## config.mk

```make
export PLATFORM = sky130hd
export DESIGN_NAME = pipe_reg_elastic
export DESIGN_NICKNAME = d
export VERILOG_FILES = /design/src/rtl/pipe_reg_elastic.sv
export SDC_FILE = /design/constraint.sdc
export NUM_CORES = 1
export LEC_CHECK = 0
export BUFFER_PORTS_ARGS = -buffer_cell sky130_fd_sc_hd__buf_4
export CORE_MARGIN = 8
export CORE_UTILIZATION = 30
export DETAILED_ROUTE_END_ITERATION = 10
export SYNTH_ARGS = -nofsm -noshare
export SYNTH_HDL_FRONTEND = slang
export SYNTH_SLANG_ARGS = --single-unit
```

## constraint.sdc

```tcl
create_clock -name clk -period 1.3 [get_ports clk]
set_clock_uncertainty 0.05 [all_clocks]
set_input_delay 0.065 -clock clk [delete_from_list [all_inputs] [get_ports clk]]
set_output_delay 0.065 -clock clk [all_outputs]
set_load 0.01 [all_outputs]
```

## src/rtl/pipe_reg_elastic.sv

```systemverilog
// Elastic pipeline register chain: STAGES valid/ready stages with flush and occupancy count.
// Optional stall statistics counter enabled by defining PIPE_REG_ELASTIC_STATS_EN.
module pipe_reg_elastic #(
    parameter int unsigned DATA_WIDTH = 32,
    parameter int unsigned STAGES     = 2,
    parameter int unsigned CNT_WIDTH  = $clog2(STAGES + 1)
) (
    input  logic                  clk,
    input  logic                  rst_n,
    input  logic                  in_valid,
    input  logic [DATA_WIDTH-1:0] in_data,
    output logic                  in_ready,
    output logic                  out_valid,
    output logic [DATA_WIDTH-1:0] out_data,
    input  logic                  out_ready,
    input  logic                  flush,
    output logic [CNT_WIDTH-1:0]  occupancy
`ifdef PIPE_REG_ELASTIC_STATS_EN
    ,
    input  logic                  stats_clr,
    output logic [31:0]           stall_cycles
`endif
);

    generate
        if (STAGES < 1 || STAGES > 16) begin : g_bad_stages
            $error("pipe_reg_elastic: STAGES must be in 1..16");
        end
    endgenerate

    logic [STAGES-1:0]     valid_q, valid_d;
    logic [DATA_WIDTH-1:0] data_q [STAGES];
    logic [DATA_WIDTH-1:0] data_d [STAGES];
    logic [CNT_WIDTH-1:0]  occ_q, occ_d;
    logic [STAGES-1:0]     rdy;
    logic [STAGES-1:0]     up_valid;
    logic [DATA_WIDTH-1:0] up_data [STAGES];

    // Ready is walked from the output end through a scalar carry so the
    // vector never depends combinationally on its own bits.
    always_comb begin
        logic carry;
        carry = out_ready;
        rdy   = '0;
        for (int unsigned j = 0; j < STAGES; j++) begin
            carry                = ~valid_q[STAGES-1-j] | carry;
            rdy[STAGES-1-j]      = carry;
        end
    end

    always_comb begin
        up_valid[0] = in_valid;
        up_data[0]  = in_data;
        for (int unsigned i = 1; i < STAGES; i++) begin
            up_valid[i] = valid_q[i-1];
            up_data[i]  = data_q[i-1];
        end
    end

    always_comb begin
        valid_d = valid_q;
        data_d  = data_q;
        occ_d   = '0;
        for (int unsigned i = 0; i < STAGES; i++) begin
            if (rdy[i]) begin
                valid_d[i] = up_valid[i];
                if (up_valid[i]) begin
                    data_d[i] = up_data[i];
                end
            end
        end
        if (flush) begin
            valid_d = '0;
        end
        for (int unsigned i = 0; i < STAGES; i++) begin
            occ_d = occ_d + CNT_WIDTH'(valid_d[i]);
        end
    end

    always_ff @(posedge clk or negedge rst_n) begin
        if (!rst_n) begin
            valid_q <= '0;
            occ_q   <= '0;
            for (int unsigned i = 0; i < STAGES; i++) begin
                data_q[i] <= '0;
            end
        end else begin
            valid_q <= valid_d;
            occ_q   <= occ_d;
            for (int unsigned i = 0; i < STAGES; i++) begin
                data_q[i] <= data_d[i];
            end
        end
    end

    assign in_ready  = rdy[0];
    assign out_valid = valid_q[STAGES-1];
    assign out_data  = data_q[STAGES-1];
    assign occupancy = occ_q;

`ifdef PIPE_REG_ELASTIC_STATS_EN
    logic [31:0] stall_q, stall_d;

    always_comb begin
        stall_d = stall_q;
        if (stats_clr) begin
            stall_d = '0;
        end else if (out_valid && !out_ready && (stall_q != '1)) begin
            stall_d = stall_q + 32'd1;
        end
    end

    always_ff @(posedge clk or negedge rst_n) begin
        if (!rst_n) begin
            stall_q <= '0;
        end else begin
            stall_q <= stall_d;
        end
    end

    assign stall_cycles = stall_q;
`endif

endmodule

```

==> reports/results.ini, run 1 <==
[placed_design]
place_congestion=0.640
port_buffers=72
place_area_sq_um=3600
dp_hpwl_mm=3.94

[sta]
tightestPinTransition_ps=369
whs_ps=115
slew_headroom_pct=75.4
fin_crit_sh_pct=106
max_freq_mhz=725
rsz0062_at_grt=yes
setup_slack_ps=-79.6
fin_crit_ps=1380
setup_tns_ps=-3710
slew_viol_final=0
hold_viol_final=0
setup_violations=65

[status]
status=finished with violations
violations=setup timing

[global_routing]
use_met1_pct=12.5
grtUsageTotal_pct=9.71
antenna_found_initial=0
grt_max_degree=69
grt_pass1_vias=1847
use_met3_pct=3.67
grt_pass1_wl_mm=9.93
use_met2_pct=14.5
grt-ovfl-total=0
busiest_layer=met2

[floorplanning]
ios=73
die_h_um=117
die_area_sq_um=13600
core_area_sq_um=9820
start_util_pct=31.0
die_width_um=117
rows=36

[critical_path]
path_class=register to register
crit_required_ps=1460
critPathBufInv=1
rr_startpoint=valid_q[1]$_DFF_PN0_
worstPathCellList=nor2b_4 > nand2b_4 > buf_12 > mux2_4
critical_path.slowest_cell=dfrtp_1
max_stage_delay_ps=370
cp-end-kind=register
crit_path_max_fanout=8
startpoint=valid_q[1]$_DFF_PN0_
startpoint_type=register
critical-path-top-delay-family=flip-flops
critPathArrivalTime_ps=1540

[power_and_ir_drop]
p_sw_share_pct=24.4
power.share.clock_pct=32.1
ir_drop_mv=0.880
p_leak_nw=2.16
powerDensity_nw_per_um2=1390
combPwrFrac_pct=23.8
p_int_mw=4.55
total_power_mw=6.03
seqPwrFrac_pct=44.1
switchingPower_mw=1.47

[flow_run]
drv_cap=0

[cts]
cts_tree=yes
clk_latency_ps=330
clkTransAtPathRegs_ps=80
clockBufferDepth=2
cts.htree.levels=3
clock-sinks=68
cts_root_buffer=clkbuf_8
cts_buffers=9

[route]
firstDrtPassIters=3
vias=1659
wire_per_inst_um=14.8
drt-vias-per-instance=4.02
detail-route-antenna-nets=0
drt-initial-drc-count=27
routed_wl_mm=6.12
drcViolationCount=0

[yosys]
synth_area_sq_um=3050
ys_warn_count=0
syn_avg_cell_area_sq_um=16.9
synthCells=180
seq_area_frac_synth_pct=55.9
ys_ff_latch=68
syn-num-nets=218
ys_types=14

[finish]
postLayoutCellArea_sq_um=4330
nNetsFinal=313
multiInputGateArea_sq_um=1070
layout-drive-gt1-share_pct=62.5
antenna_cells=0
fill_cells=912
seqCellArea_sq_um=1700
utilization_pct=44.0
areaGrowthSynthToFinish_pct=42.0

[worst_hold_path]
hold_path_startpoint=in_valid
hold_class=input pin to register

[worst register-to-register path, delay by kind of cell, from the launching register on]
kind	cells	cell delay, ps
buf+inv	1	160
flops	1	370
mux	1	310
simple gates	2	370
[logic make-up after synthesis]
logic type	after synthesis	share of synthesized area (%)
adders and majority gates	1	0.411
muxes	64	31.1
and+or+nand+nor	6	1.89
buffers and inverters	40	10.6
DFF	68	55.9
AOI/OAI and AO/OA	1	0.164
[layout by cell type, fill, tap and decap left out, types with 2 or more instances in the layout]
cell           synthesis  routed
buf_12                 0       6
clkbuf_8               0      10
mux2_4                60      64
dfrtp_1               68      68
dlygate4sd3_1          0      34
clkinv_2               0       2
buf_16                 0       3
buf_6                  7       3
buf_4                 32      76
bufinv_16              0       2
[cell type report]
type                       instances  area share [%]
timing repair buffer             123            26.9
sequential                        68            39.3
tap                              133            3.85
multi-input combinational         72            24.7
inverter                           1          0.0868
clock buffer                      10            3.18
clock inverter                     6            2.00
[Yosys cell counts]
cell type | number | area share [%]
nor2_1 | 2 | 0.25
buf_6 | 7 | 2.6
mux2_2 | 2 | 0.74
a21oi_1 | 1 | 0.16
buf_4 | 32 | 7.9
dfrtp_1 | 68 | 56
mux2_1 | 2 | 0.74
nand2_4 | 1 | 0.37
nand2b_4 | 1 | 0.45
nor2b_4 | 1 | 0.45
mux2_4 | 60 | 30
inv_1 | 1 | 0.12
ha_1 | 1 | 0.41
nand3b_2 | 1 | 0.37
[power groups by stage]
stage / clock network (mW) / logic [mW] / registers, mW
6_report: 1.93 / 1.43 / 2.66
5_1_grt: 2.10 / 1.54 / 2.71
4_1_cts: 2.03 / 1.46 / 2.66
3_5_place_dp: 0 / 1.31 / 2.69
3_3_place_gp: 0 / 1.29 / 2.69
2_1_floorplan: 0 / 1.03 / 2.63
[stage by stage]
step	setup WS, ps	std cells
after floorplan	-111	180
after global placement	-70.0	358
after detailed placement	-95.7	358
after CTS	-78.1	412
after global routing	-124	413
final	-79.6	413
[timing repair]
action | in CTS | in global routing
hold buffers | 34 | 0
cloned | 3 | 0
gates resized for setup | 15 | 2
hold endpoints to repair | 102 | 0
setup buffers | 1 | 1
setup endpoints to repair | 53 | 66
pin swaps | 1 | 0
[flip-flops by register name, indices dropped and copies added (netlist names)]
signal	count
out_data	32
occupancy	2
data_q	32
valid_q	2
[path summary, 6_finish.rpt]
path | endpoint | slack, ps | cells past startpoint
max | out_data[8]$_DFFE_PN0P_ | -80 | 4
max in group asynchronous | data_q[35]$_DFFE_PN0P_ | 680 | 3
max reg2reg | out_data[8]$_DFFE_PN0P_ | -80 | 4
min | valid_q[0]$_DFF_PN0_ | 110 | 4
min in group asynchronous | out_data[25]$_DFFE_PN0P_ | 220 | 3
min reg2reg | out_data[28]$_DFFE_PN0P_ | 460 | 1
[metal layers]
metal	vias to the layer above	share of wire [%]
met5	-	0
met4	0	1.4
met3	9	6.7
met2	51	46
met1	827	46
li1	772	-
No activity file was read; power rests on OpenSTA's default activity.
==> run 2: changes to the inputs <==
CORE_UTILIZATION = 48   (was 30)
PLACE_DENSITY = 0.76   (was not set)
==> run 2 against run 1 <==
Compared with the run above:
- the flow still finishes with violations (setup timing)
- worst setup slack got worse by 1.3 ps
- non-clock buffer count shrank 2
- total power is 8.1% lower
- maximum frequency is essentially flat
- global-route usage up 4.1 points
- sequential share of layout area up 2.2 points
- critical path type unchanged
- largest cell class unchanged
- largest power group unchanged
- highest routed layer unchanged
==> reports/results.ini, run 2 (synthesis gave the netlist of run 1 again) <==
[route]
firstDrtPassIters=4
wire_per_inst_um=16.5
vias=1609
detail-route-antenna-nets=0
drcViolationCount=0
routed_wl_mm=5.84
drt-initial-drc-count=38
drt-vias-per-instance=4.55

[critical_path]
path_class=register to register
crit_path_max_fanout=13
worstPathCellList=nor2b_4 > nand2b_4 > buf_12 > mux2_4
r2r_slack_ps=-80
cp-end-kind=register
startpoint_type=register
crit_required_ps=1460
startpoint=valid_q[1]$_DFF_PN0_
critical_path.slowest_cell=dfrtp_1
max_stage_delay_ps=360
critPathBufInv=1
rr_startpoint=valid_q[1]$_DFF_PN0_
critical-path-top-delay-family=flip-flops
critPathArrivalTime_ps=1540

[status]
status=finished with violations
violations=setup timing

[sta]
setup_slack_ps=-80.9
hold_viol_final=0
whs_ps=26.9
fin_crit_sh_pct=106
fin_crit_ps=1380
setup_violations=64
slew_viol_final=0
setup_tns_ps=-3060
slew_headroom_pct=82.4
max_freq_mhz=724
rsz0062_at_grt=yes
tightestPinTransition_ps=264

[cts]
clkTransAtPathRegs_ps=70
cts_tree=yes
cts_buffers=9
cts_root_buffer=clkbuf_8
clk_latency_ps=320
clockBufferDepth=2
cts.htree.levels=3
clock-sinks=68

[placed_design]
dp_hpwl_mm=3.96
port_buffers=72
place_area_sq_um=3500
place_inst=300
dpl_worst_slack_ps=-77.8
place_congestion=0.732

[finish]
areaGrowthSynthToFinish_pct=34.6
final_cells=354
utilization_pct=65.7
nNetsFinal=311
layout-drive-gt1-share_pct=60.3
fill_cells=448
antenna_cells=0
postLayoutCellArea_sq_um=4100
final_cell_mix=buf_4, dfrtp_1, mux2_4
final_common_cell=buf_4

[power_and_ir_drop]
switchingPower_mw=1.37
combPwrFrac_pct=25.0
total_power_mw=5.54
powerDensity_nw_per_um2=1350
p_sw_share_pct=24.8
ir_drop_mv=0.764
p_leak_nw=2.08
power.share.clock_pct=26.9
seqPwrFrac_pct=48.2
p_int_mw=4.16

[flow_run]
drv_cap=0

[floorplanning]
ios=73
core_area_sq_um=6240
rows=29
start_util_pct=48.8
die_width_um=95.7
die_area_sq_um=9150
die_h_um=95.7

[worst_hold_path]
hold_class=input pin to register
hold_path_startpoint=in_valid

[global_routing]
antenna_found_initial=0
grtUsageTotal_pct=13.8
grt_pass1_vias=1893
grt-ovfl-total=0
grt_pass1_wl_mm=9.49
grt_max_degree=31

run 2: final timing paths:
kind	endpoint	cells after the start
setup / recovery	out_data[17]$_DFFE_PN0P_	4
hold / removal	valid_q[0]$_DFF_PN0_	3
setup reg to reg	out_data[17]$_DFFE_PN0P_	4
hold reg to reg	out_data[0]$_DFFE_PN0P_	1
max in group asynchronous	data_q[32]$_DFFE_PN0P_	3
min in group asynchronous	occupancy[0]$_DFF_PN0_	2
run 2: routing by layer:
metal / global-route usage (%) / part of all wire [%] / up-vias / routed length (um)
li1: - / - / 760 / -
met1: 15.4 / 41 / 798 / 2390
met2: 23.7 / 52 / 42 / 3020
met3: 3.46 / 5.2 / 9 / 306
met4: 7.43 / 2.1 / 0 / 120
met5: 0 / 0 / - / 0
run 2: area by class of cell:
cell class	count	area (sq um)	area share, %
multi-input cells	72	1050	25.6
flip-flops and latches	68	1700	41.5
well taps	77	96.3	2.35
clock buffers	13	159	3.88
inverters	1	3.75	0.0915
clock inverters	2	10.0	0.244
repair buffers	121	1080	26.3
run 2: timing repair:
action                                 4_1_cts  5_1_grt
pin swaps                                    2        0
gates cloned                                 1        0
endpoints found under the hold margin      102        0
hold buffers                                34        0
setup endpoints to repair                   60       65
gates resized for setup                      6        0
buffers inserted                             3        1
run 2: power groups by stage:
stage	clock [mW]	combinational, mW	sequential, mW
final	1.49	1.38	2.67
after floorplan	0	1.03	2.63
after CTS	1.54	1.40	2.67
after detailed placement	0	1.29	2.70
after global placement	0	1.26	2.69
after global routing	1.62	1.48	2.71
run 2: worst register-to-register path, cell delays in order (launching register included):
cell and delay, ps:
dfrtp_1 360, nor2b_4 150, nand2b_4 210, buf_12 190
mux2_4 320
==> run 3: changes to the inputs <==
REMOVE_ABC_BUFFERS = 1   (was not set)
==> run 3 against run 2 <==
Compared with the run above:
- the flow still finishes with violations (setup timing)
- worst hold slack gained 12 ps
- sequential power is essentially flat
- worst setup slack gained 3.2 ps
- combinational power is essentially flat
- global-route usage grew 0.21 points
- critical path type unchanged
- final cell count grew 0.56%
- routed wire length grew 4.0%
- cell area grew 2.2%
- count of clock-buffer cells in the layout shrank 2
- clock power grew 36%
- critical endpoint is now out_data[20]$_DFFE_PN0P_
==> reports/results.ini, run 3 (synthesis gave the netlist of run 1 again) <==
[route]
drt-initial-drc-count=21
firstDrtPassIters=3
routed_wl_mm=6.08
drt-vias-per-instance=4.62
vias=1644
drcViolationCount=0
detail-route-antenna-nets=0
wire_per_inst_um=17.1

[finish]
areaGrowthSynthToFinish_pct=37.6
nNetsFinal=312
final_common_cell=buf_4
final_cell_mix=buf_4, dfrtp_1, mux2_4
layout-drive-gt1-share_pct=60.6
utilization_pct=67.2
fill_cells=444
seqCellArea_sq_um=1700
multiInputGateArea_sq_um=1040
antenna_cells=0
final_cells=356

[critical_path]
crit_required_ps=1450
crit_cells=4
worstPathCellList=nor2b_4 > nand2b_4 > buf_12 > mux2_4
r2r_end=out_data[20]$_DFFE_PN0P_
critPathArrivalTime_ps=1530
critPathBufInv=1
reg2regPathDepth=4
startpoint_type=register
crit_path_max_fanout=10
path_class=register to register
rr_startpoint=valid_q[1]$_DFF_PN0_
cp-end-kind=register
critical-path-top-delay-family=flip-flops
r2r_slack_ps=-80
critical_path.slowest_cell=dfrtp_1
max_stage_delay_ps=390

[global_routing]
grtUsageTotal_pct=14.0
grt_max_degree=31
grt_pass1_vias=1935
grt_pass1_wl_mm=9.71
antenna_found_initial=0
grt-ovfl-total=0

[placed_design]
place_congestion=0.709
dp_hpwl_mm=4.03
place_inst=303
port_buffers=72

[floorplanning]
ios=73
core_area_sq_um=6240
rows=29
die_area_sq_um=9150
start_util_pct=48.8
die_h_um=95.7
die_width_um=95.7

[power_and_ir_drop]
powerDensity_nw_per_um2=1460
ir_drop_mv=0.843
p_leak_nw=2.12
total_power_mw=6.12

[cts]
cts_root_buffer=clkbuf_8
clock-sinks=68
clk_latency_ps=320
clkTransAtPathRegs_ps=70
clockBufferDepth=2
cts.htree.levels=3
cts_buffers=9
cts_tree=yes

[status]
status=finished with violations
violations=setup timing

[sta]
slew_viol_final=0
rsz0062_at_grt=yes
max_freq_mhz=726
fin_crit_ps=1380
slew_headroom_pct=73.6
setup_slack_ps=-77.7
whs_ps=39.0
hold_viol_final=0
setup_tns_ps=-2710
setup_violations=62
fin_crit_sh_pct=106
tightestPinTransition_ps=396

[worst_hold_path]
min_path_cells=4
min_to=valid_q[1]$_DFF_PN0_
hold_path_startpoint=out_ready
hold_class=input pin to register

[flow_run]
drv_cap=0

## run 3: cell count changes in the layout (fill, tap and decap cells not counted), moves of 2 or more
cell	before	now
mux2_1	2	0
buf_4	80	78
mux2_4	60	62
buf_12	5	8
bufinv_16	0	3
clkbuf_8	11	9
## run 3: worst max path at each step
| stage | from | endpoint | slack, ps |
|---|---|---|---|
| floorplan | valid_q[1]$_DFF_PN0_ | data_q[49]$_DFFE_PN0P_ | -240 |
| global placement | valid_q[1]$_DFF_PN0_ | out_data[0]$_DFFE_PN0P_ | -30 |
| detailed placement | valid_q[1]$_DFF_PN0_ | out_data[0]$_DFFE_PN0P_ | -70 |
| CTS | valid_q[1]$_DFF_PN0_ | out_data[10]$_DFFE_PN0P_ | -80 |
| global route | valid_q[1]$_DFF_PN0_ | out_data[7]$_DFFE_PN0P_ | -120 |
| finish | valid_q[1]$_DFF_PN0_ | out_data[20]$_DFFE_PN0P_ | -80 |
## run 3: final cells by class
| class | instances | area share, % |
|---|---|---|
| clock inverters | 5 | 2.39 |
| flip-flops and latches | 68 | 40.6 |
| clock buffers | 11 | 3.13 |
| multi-input cells | 72 | 24.7 |
| inverters | 1 | 0.0896 |
| well taps | 77 | 2.30 |
| repair buffers | 122 | 26.7 |
## run 3: where the power goes
group | internal [mW] | leakage, nW | switching (mW)
combinational | 0.947 | 1.20 | 0.467
clock | 1.27 | 0.117 | 0.761
sequential | 2.45 | 0.802 | 0.217
## run 3: worst register-to-register path, cell delays in order (launching register included)
cell and delay (ps):
dfrtp_1 390, nor2b_4 160, nand2b_4 190, buf_12 160, mux2_4 310
## run 3: per-layer routing
metal	global-route usage, %	part of all wire, %	vias to the layer above
met5	0	0	-
met2	23.0	51	41
met4	5.76	0.84	0
met1	16.3	42	832
met3	4.80	6.4	5
li1	-	-	766
## run 3: per-stage QoR
stage	setup slack (ps)	instance area (sq um)
2_1_floorplan	-238	2730
3_3_place_gp	-30.2	3560
3_5_place_dp	-69.4	3560
4_1_cts	-83.2	4150
5_1_grt	-119	4190
6_report	-77.7	4190
## run 3: repair_timing
action | 4_1_cts | 5_1_grt
setup endpoints to repair | 61 | 65
gates cloned | 0 | 1
gates resized for setup | 2 | 1
pin swaps | 0 | 1
hold buffers | 35 | 0
setup buffers | 0 | 1
endpoints found under the hold margin | 102 | 0
